<file path="src/rtl/alu_mutation_tester.sv">
// ---------------------------------------------------------------------------
// alu_mutation_tester
//
// Stimulus/response engine for mutation testing of a 4-bit combinational ALU.
// It sweeps all 2048 {opcode, A, B} vectors, compares the ALU's result and
// zero flag against an internal golden model, and reports a mismatch count,
// pass/fail and the first failing vector.
//
// Optional feature macro: ALU_TST_STOP_ON_FAIL_EN
//   defined   : the sweep ends at the CHECK that sees the first mismatch
//   undefined : the full 2048-vector sweep always runs
//
// Ports
//   clk          in   sole clock, rising edge
//   rst_n        in   synchronous active-low reset
//   start        in   start-of-sweep request, honoured only in IDLE/DONE
//   dut_a        out  [3:0] operand A to the ALU (registered)
//   dut_b        out  [3:0] operand B to the ALU (registered)
//   dut_opcode   out  [2:0] opcode to the ALU (registered)
//   dut_result   in   [3:0] ALU result (ALU is combinational)
//   dut_zero     in   ALU zero flag
//   busy         out  sweep in progress
//   done         out  sweep finished; held until the next accepted start
//   pass         out  valid with done; 1 iff no vector failed
//   mismatch_cnt out  [CNT_W-1:0] failing vectors, saturating
//   vec_cnt      out  [CNT_W-1:0] vectors checked
//   ff_valid     out  first-fail capture valid
//   ff_opcode    out  [2:0] opcode of first failing vector
//   ff_a         out  [3:0] A of first failing vector
//   ff_b         out  [3:0] B of first failing vector
//   ff_result    out  [3:0] ALU result observed at first failure
//
// Parameters
//   SETTLE_CYCLES  cycles a vector is held in DRIVE before CHECK (min 1)
//   CNT_W          width of the mismatch and vector counters (>= 12)
// ---------------------------------------------------------------------------
module alu_mutation_tester #(
    parameter int unsigned SETTLE_CYCLES = 1,
    parameter int unsigned CNT_W         = 12
) (
    input  logic             clk,
    input  logic             rst_n,
    input  logic             start,
    output logic [3:0]       dut_a,
    output logic [3:0]       dut_b,
    output logic [2:0]       dut_opcode,
    input  logic [3:0]       dut_result,
    input  logic             dut_zero,
    output logic             busy,
    output logic             done,
    output logic             pass,
    output logic [CNT_W-1:0] mismatch_cnt,
    output logic [CNT_W-1:0] vec_cnt,
    output logic             ff_valid,
    output logic [2:0]       ff_opcode,
    output logic [3:0]       ff_a,
    output logic [3:0]       ff_b,
    output logic [3:0]       ff_result
);

    localparam int unsigned SETTLE_EFF  = (SETTLE_CYCLES < 1) ? 1 : SETTLE_CYCLES;
    localparam int unsigned SW          = $clog2(SETTLE_EFF + 1);
    localparam logic [SW-1:0] SETTLE_LAST = SW'(SETTLE_EFF);
    localparam logic [10:0]   LAST_VEC    = '1;

    typedef enum logic [1:0] {
        S_IDLE,
        S_DRIVE,
        S_CHECK,
        S_DONE
    } state_e;

    // -----------------------------------------------------------------------
    // Golden 4-bit ALU
    // -----------------------------------------------------------------------
    function automatic logic [3:0] golden_alu(input logic [2:0] op,
                                              input logic [3:0] a,
                                              input logic [3:0] b);
        logic [3:0] r;
        r = '0;
        unique case (op)
            3'b000:  r = a + b;
            3'b001:  r = a - b;
            3'b010:  r = a & b;
            3'b011:  r = a | b;
            3'b100:  r = a ^ b;
            3'b101:  r = {3'b000, (a == b)};
            3'b110:  r = {3'b000, (a < b)};
            default: r = '0;
        endcase
        return r;
    endfunction

    // -----------------------------------------------------------------------
    // State registers
    // -----------------------------------------------------------------------
    state_e           state_q,  state_d;
    logic [10:0]      idx_q,    idx_d;      // {opcode, A, B}, B least significant
    logic [SW-1:0]    settle_q, settle_d;
    logic [CNT_W-1:0] mism_q,   mism_d;
    logic [CNT_W-1:0] vec_q,    vec_d;
    logic             busy_q,   busy_d;
    logic             done_q,   done_d;
    logic             pass_q,   pass_d;
    logic             ffv_q,    ffv_d;
    logic [2:0]       ffop_q,   ffop_d;
    logic [3:0]       ffa_q,    ffa_d;
    logic [3:0]       ffb_q,    ffb_d;
    logic [3:0]       ffres_q,  ffres_d;

    // -----------------------------------------------------------------------
    // Response comparison for the vector currently driven
    // -----------------------------------------------------------------------
    logic [3:0]       gold_res;
    logic             gold_zero;
    logic             vec_fail;
    logic             stop_hit;
    logic [CNT_W-1:0] mism_sat_inc;

    always_comb begin
        gold_res     = golden_alu(idx_q[10:8], idx_q[7:4], idx_q[3:0]);
        gold_zero    = (gold_res == 4'd0);
        vec_fail     = (dut_result != gold_res) || (dut_zero != gold_zero);
        mism_sat_inc = (mism_q == '1) ? mism_q : mism_q + 1'b1;
    end

`ifdef ALU_TST_STOP_ON_FAIL_EN
    // Only the first mismatch of a sweep terminates it.
    assign stop_hit = vec_fail && !ffv_q;
`else
    assign stop_hit = 1'b0;
`endif

    // -----------------------------------------------------------------------
    // Next-state logic
    // -----------------------------------------------------------------------
    always_comb begin
        state_d  = state_q;
        idx_d    = idx_q;
        settle_d = settle_q;
        mism_d   = mism_q;
        vec_d    = vec_q;
        busy_d   = busy_q;
        done_d   = done_q;
        pass_d   = pass_q;
        ffv_d    = ffv_q;
        ffop_d   = ffop_q;
        ffa_d    = ffa_q;
        ffb_d    = ffb_q;
        ffres_d  = ffres_q;

        unique case (state_q)
            S_IDLE, S_DONE: begin
                if (start) begin
                    state_d  = S_DRIVE;
                    idx_d    = '0;
                    // First vector settles one cycle longer than the rest:
                    // the counter starts at 0 here but at 1 after a CHECK.
                    settle_d = '0;
                    mism_d   = '0;
                    vec_d    = '0;
                    busy_d   = 1'b1;
                    done_d   = 1'b0;
                    pass_d   = 1'b0;
                    ffv_d    = 1'b0;
                    ffop_d   = '0;
                    ffa_d    = '0;
                    ffb_d    = '0;
                    ffres_d  = '0;
                end
            end

            S_DRIVE: begin
                if (settle_q == SETTLE_LAST) begin
                    state_d = S_CHECK;
                end else begin
                    settle_d = settle_q + 1'b1;
                end
            end

            S_CHECK: begin
                vec_d = vec_q + 1'b1;
                if (vec_fail) begin
                    mism_d = mism_sat_inc;
                    if (!ffv_q) begin
                        ffv_d   = 1'b1;
                        ffop_d  = idx_q[10:8];
                        ffa_d   = idx_q[7:4];
                        ffb_d   = idx_q[3:0];
                        ffres_d = dut_result;
                    end
                end
                if ((idx_q == LAST_VEC) || stop_hit) begin
                    state_d = S_DONE;
                    busy_d  = 1'b0;
                    done_d  = 1'b1;
                    pass_d  = (mism_d == '0);
                end else begin
                    state_d  = S_DRIVE;
                    idx_d    = idx_q + 1'b1;
                    settle_d = SW'(1);
                end
            end

            default: state_d = S_IDLE;
        endcase
    end

    // -----------------------------------------------------------------------
    // Registers
    // -----------------------------------------------------------------------
    always_ff @(posedge clk) begin
        if (!rst_n) begin
            state_q  <= S_IDLE;
            idx_q    <= '0;
            settle_q <= '0;
            mism_q   <= '0;
            vec_q    <= '0;
            busy_q   <= 1'b0;
            done_q   <= 1'b0;
            pass_q   <= 1'b0;
            ffv_q    <= 1'b0;
            ffop_q   <= '0;
            ffa_q    <= '0;
            ffb_q    <= '0;
            ffres_q  <= '0;
        end else begin
            state_q  <= state_d;
            idx_q    <= idx_d;
            settle_q <= settle_d;
            mism_q   <= mism_d;
            vec_q    <= vec_d;
            busy_q   <= busy_d;
            done_q   <= done_d;
            pass_q   <= pass_d;
            ffv_q    <= ffv_d;
            ffop_q   <= ffop_d;
            ffa_q    <= ffa_d;
            ffb_q    <= ffb_d;
            ffres_q  <= ffres_d;
        end
    end

    // -----------------------------------------------------------------------
    // Outputs (all straight from flops)
    // -----------------------------------------------------------------------
    assign dut_opcode   = idx_q[10:8];
    assign dut_a        = idx_q[7:4];
    assign dut_b        = idx_q[3:0];
    assign busy         = busy_q;
    assign done         = done_q;
    assign pass         = pass_q;
    assign mismatch_cnt = mism_q;
    assign vec_cnt      = vec_q;
    assign ff_valid     = ffv_q;
    assign ff_opcode    = ffop_q;
    assign ff_a         = ffa_q;
    assign ff_b         = ffb_q;
    assign ff_result    = ffres_q;

endmodule

</file>
<file path="config.mk">
export PLATFORM = sky130hd
export DESIGN_NAME = alu_mutation_tester
export DESIGN_NICKNAME = d
export VERILOG_FILES = /design/src/rtl/alu_mutation_tester.sv
export SDC_FILE = /design/constraint.sdc
export NUM_CORES = 1
export LEC_CHECK = 0
export ABC_AREA = 1
export CAP_MARGIN = 25
export CELL_PAD_IN_SITES_DETAIL_PLACEMENT = 1
export CELL_PAD_IN_SITES_GLOBAL_PLACEMENT = 1
export CORE_MARGIN = 2
export CORE_UTILIZATION = 49
export DETAILED_ROUTE_END_ITERATION = 7
export DONT_BUFFER_PORTS = 1
export GPL_TIMING_DRIVEN = 0
export PLACE_DENSITY_LB_ADDON = 0.1
export SYNTH_ARGS = -nofsm -noshare
export SYNTH_HDL_FRONTEND = slang
export SYNTH_SLANG_ARGS = --single-unit
export TNS_END_PERCENT = 10
</file>
<file path="constraint.sdc">
create_clock -name clk -period 6.45 [get_ports clk]
set_input_delay 0.9675 -clock clk [delete_from_list [all_inputs] [get_ports clk]]
set_output_delay 0.9675 -clock clk [all_outputs]
set_load 0.02 [all_outputs]
</file>
After elaboration in Yosys (flattened, before gate mapping):

Index checks and enable logic that the tools add are counted.

* add/sub/neg operators: 6
* magnitude comparators: 1
* equal/unequal tests: 20
* muxes and demuxes: 41
* bitwise gates (word level): 3
* reductions and logical operators: 14

Operators by type and width (count)
* two-way mux 12 bit: 4
* one-hot mux 12 bit (2 select lines): 2
* two-way mux 4 bit: 7
* one-hot mux 4 bit (7 select lines): 1
* adder 12 x 1 -> 12 bit (second input constant): 2
* one-hot mux 4 bit (2 select lines): 3
* two-way mux 11 bit: 2
* one-hot mux 11 bit (2 select lines): 1
* equality test 12 bit (second input constant): 1
* logical NOT 12 bit: 1
* != test 2 bit (second input constant): 6
* adder 11 x 1 -> 11 bit (second input constant): 1
* equality test 11 bit (second input constant): 1
* equality test 3 bit (second input constant): 3
* two-way mux 3 bit: 3
* AND reduction 3 bit: 3
* two-way mux 1 bit: 8
* one-hot mux 1 bit (2 select lines): 4
* equality test 3 x 2 -> 1 bit (second input constant): 2
* two-way mux 2 bit: 3
* one-hot mux 2 bit (3 select lines): 1
* one-hot mux 3 bit (2 select lines): 1
* AND reduction 2 bit: 3
* adder 4 bit: 1
* 20 further kinds: 21

* flip-flop bits (word level): 57
* input bits: 8
* output and inout bits: 54
* word-level logic and storage cells: 98

Depth between registers and ports, before layout:

* depth in word-level cells: 10
* gate-level depth with buffers: 21
* mapped depth without buffers: 21

Least setup slack after synthesis:

OpenSTA, ideal clock, no wires.

* path kind: register to register
* from: register idx_q[0]
* to: register pass_q (netlist: pass)
* setup time: 0.060 ns
* arrival: 2.591 ns
* data required time: 6.390 ns
* setup slack: 3.799 ns
* stages on the path, launching flop included: 19
* buffers on the path: 1
* cell sequence: dfxtp_1 > ha_1 > inv_1 > fa_1 > inv_1 > nand3_1 > nand3_2 > nor2_2 > nor2_1 > nor2_2 > nand3_2 > nor2_8 > nand2_8 > buf_6 > o21ai_2 > nand2_1 > nor2_1 > nand3_1 > nand2_1

* word-level cells in the longest chain between the ends: 10

Ends and longest elaborated chain
* from (decl): line 98 `logic [10:0] idx_q, idx_d;`
* from (signal assigned): line 229 `idx_q <= idx_d;`
* subtractor 4 bit, or another cell as far along: line 83 `3'b001: r = a - b;`
* one-hot mux 4 bit (7 select lines): line 81 `unique case (op)`
* logical NOT 4 bit: line 122 `gold_zero = (gold_res == 4'd0);`
* != test 1 bit: line 123 `vec_fail = (dut_result != gold_res) || (dut_zero != gold_zero);`
* logical OR 1 bit: line 123
* two-way mux 12 bit: line 183 `if (vec_fail) begin`
* two-way mux 12 bit: line 152 `unique case (state_q)`
* logical NOT 12 bit: line 197 `pass_d = (mism_d == '0);`
* two-way mux 1 bit: line 193 `if ((idx_q == LAST_VEC) || stop_hit) begin`
* one-hot mux 1 bit (2 select lines): line 152
* to (signal assigned): line 235 `pass_q <= pass_d;`
* to (decl): line 104 `logic pass_q, pass_d;`

Several ways; a longest one is shown, not always the timed one. The select of a mux whose other input is x is not followed.
A chain may end at the register's enable or synchronous reset.

Final worst setup path:

* from: register idx_q[4]
* to: register pass_q (netlist: pass)

Same word-level chain as after synthesis.

==> flow_summary.json <==
{
  "status": "finished clean",
  "cts_max_level": 3,
  "max-cap-violations": 0,
  "yosys.area_share.xor_xnor_pct": 1.66,
  "ys_warn_count": 0,
  "finalNetCount": 572,
  "hp-class": "flip-flop to flip-flop",
  "slew_viol_final": 0,
  "num_rows": 31,
  "wl_per_cell_um": 17.3,
  "cp-start-kind": "flip-flop",
  "syn_inst": 533,
  "cp-end-kind": "flip-flop",
  "cts_resized": 0,
  "grtUsageTotal_pct": 28.6,
  "hold_viol": 0,
  "synth_seq_cells": 57,
  "placed_area_mm2": 0.00381,
  "fin_crit_sh_pct": 50.3,
  "power_leakage_uw": 0.00165,
  "grt_pass1_vias": 3765,
  "initial_utilization_pct": 50.8,
  "synth_top_family_by_area": "simple AND/OR/NAND/NOR gates",
  "relSlewSlack_pct": 48.1,
  "worst_pin_slew_ps": 778,
  "yosys.area_share.simple_pct": 38.1,
  "ir_drop_mv": 0.124,
  "rsz0062_at_grt": "no",
  "synth_top_area_cell": "dfxtp_1",
  "portBuffers": 0,
  "clk_pin_slew_ps": 70,
  "period_minus_slack_ps": 3240,
  "drive_above_1_share_pct": 13.1,
  "setup_viol": 0,
  "synth_area_per_cell_um2": 6.91,
  "synth_mux_area_share_pct": 0,
  "die_y_um": 90.7,
  "netlist_area_mm2": 0.00368,
  "worstSkewPairLatency_ps": 360,
  "timing.hold.ws_ps": 490,
  "finalClockSkew_ps": 9.51,
  "grt_pass1_wl_um": 18900,
  "ant_nets": 0,
  "ys_types": 40,
  "drt_iter0_drc": 200,
  "synth_compound_area_share_pct": 11.8,
  "postRouteWirelength_um": 11200,
  "synth_nets": 561,
  "via_count": 3604,
  "power-per-cell-area_mw_per_mm2": 217,
  "clockBufferDepth": 2,
  "ios": 62,
  "crit_type": "flip-flop to flip-flop",
  "synth_fa_ha_area_share_pct": 7.20,
  "tns_ps": 0,
  "cts-hold-fix-buffers": 0,
  "die-width_um": 90.7,
  "yosys.area.top_type_share_pct": 31.0,
  "seq_area_frac_synth_pct": 31.0,
  "clkSinkCount": 57,
  "fin_cells": 648,
  "avgViaCountPerCell": 5.56,
  "core_mm2": 0.00725,
  "post_cts_buffers": 0,
  "reg2reg_slack_ps": 3210,
  "hpwlAfterDp_um": 8340,
  "critPathMaxFanout": 10,
  "grt_max_degree": 13,
  "worstHoldEndpoint": "state_q[1]",
  "drc": 0,
  "cts_tree": "done",
  "fin_area_mm2": 0.00401,
  "diodes": 0,
  "r2r_end": "pass",
  "root_buffer": "clkbuf_8",
  "arrival_ps": 3540,
  "syn2layout_area_growth_pct": 8.86,
  "detail_route.first_pass.iterations": 4,
  "cts_buffers": 9,
  "gp_congestion": 0.886,
  "reg2reg_depth": 18,
  "holdCritStartpoint": "state_q[1]",
  "cp.required_ps": 6740,
  "synth_top_cells_by_area": "dfxtp_1 (31%), nand2_1 (12%), nand3_1 (8.6%), inv_1 (6.6%), ha_1 (6.1%)",
  "min_path_cells": 2,
  "rr_startpoint": "idx_q[4]",
  "die_area_mm2": 0.00823,
  "gr-total-overflow": 0,
  "antenna_found_initial": 0,
  "max_freq_mhz": 308,
  "post-place-cells": 632
}
cell type report:
class | instances | area [µm²]
fillers | 1000 | 3240
multi-input cells | 388 | 2170
plain buffers | 15 | 103
well taps | 99 | 124
flip-flops and latches | 57 | 1140
clock inverters | 7 | 78.8
inverters | 73 | 274
clock buffers | 9 | 124
logic make-up after synthesis:
group	count (synthesis)
AOI/OAI and AO/OA	77
adders and majority gates	20
and+or+nand+nor	284
DFF	57
buffers and inverters	88
xor gates and xnor gates	7
synth_stat cells, drive strengths merged:
master,instances
clkbuf,7
dfxtp,57
o21a,1
a21oi,50
nand3,79
fa,2
and3,3
a211oi,2
nor4,1
nand3b,2
o211ai,1
nor3b,1
clkinv,3
xor2,5
buf,8
nor2,54
nand2,123
ha,18
o21ai,21
inv,70
nor3,13
o22ai,2
or2,2
nand4,6
xnor2,2
worst max-delay path by stage:
stage                    to      from  slack [ps]
2_1_floorplan          pass  idx_q[0]        3800
3_3_place_gp   ff_opcode[2]  idx_q[4]        3340
3_5_place_dp   ff_opcode[2]  idx_q[4]        3270
4_1_cts                pass  idx_q[4]        3200
5_1_grt                pass  idx_q[6]        2980
6_report               pass  idx_q[4]        3210
layer usage:
layer	wire length [µm]	GRT usage (%)	vias up
li1	-	-	1757
met1	5120	37.0	1747
met2	5200	47.3	93
met3	773	7.43	7
met4	80	7.56	0
met5	0	0	-
sequential cells by signal, indices dropped and copies added, names as in the netlist, 2 cells and up:
name          count
mismatch_cnt     12
vec_cnt          12
idx_q            11
ff_a              4
ff_b              4
ff_result         4
ff_opcode         3
state_q           2
cell usage in the layout (no fill, tap or decap), types with 3 or more instances in the layout:
| cell type | count |
|---|---|
| and3_1 | 3 |
| nand2_4 | 4 |
| nand2_1 | 116 |
| ha_1 | 18 |
| inv_2 | 5 |
| xor2_1 | 5 |
| dfxtp_1 | 57 |
| o21ai_1 | 3 |
| nor2_2 | 8 |
| nor3_1 | 13 |
| o21ai_0 | 17 |
| clkbuf_8 | 9 |
| nand4_1 | 6 |
| nand3_2 | 15 |
| clkinvlp_4 | 3 |
| buf_6 | 5 |
| a21oi_1 | 41 |
| nor2_1 | 44 |
| clkinv_1 | 3 |
| a21oi_2 | 9 |
| nand3_1 | 63 |
| inv_1 | 65 |
| clkbuf_1 | 7 |
metrics by stage:
| stage | setup slack, ps | total power, µW | util, % |
|---|---|---|---|
| CTS | 3200 | 875 | 55.3 |
| global route | 2980 | 908 | 55.3 |
| global placement | 3340 | 518 | 52.5 |
| floorplan | 3800 | 482 | - |
| detailed placement | 3270 | 524 | 52.5 |
| finish | 3210 | 872 | 55.3 |
worst max-delay path: stages, from the launching register on:
cell and delay [ps]:
dfxtp_1 600, inv_1 190, ha_1 240, inv_1 80, fa_1 430, nand3_2 90
nand3_2 100, nor2_2 120, nor2_1 70, nor2_2 90, nand3_2 130, nor2_8 240
nand2_8 110, buf_6 160, o21ai_2 130, nand2_1 70, nor2_1 110, nand3_1 130
nand2_1 80
power breakdown:
group / switching, µW / internal (µW) / total, µW
Combinational: 108 / 38.0 / 145
Sequential: 12.2 / 359 / 372
Clock: 173 / 181 / 355
Power figures use the tool's default switching activity.
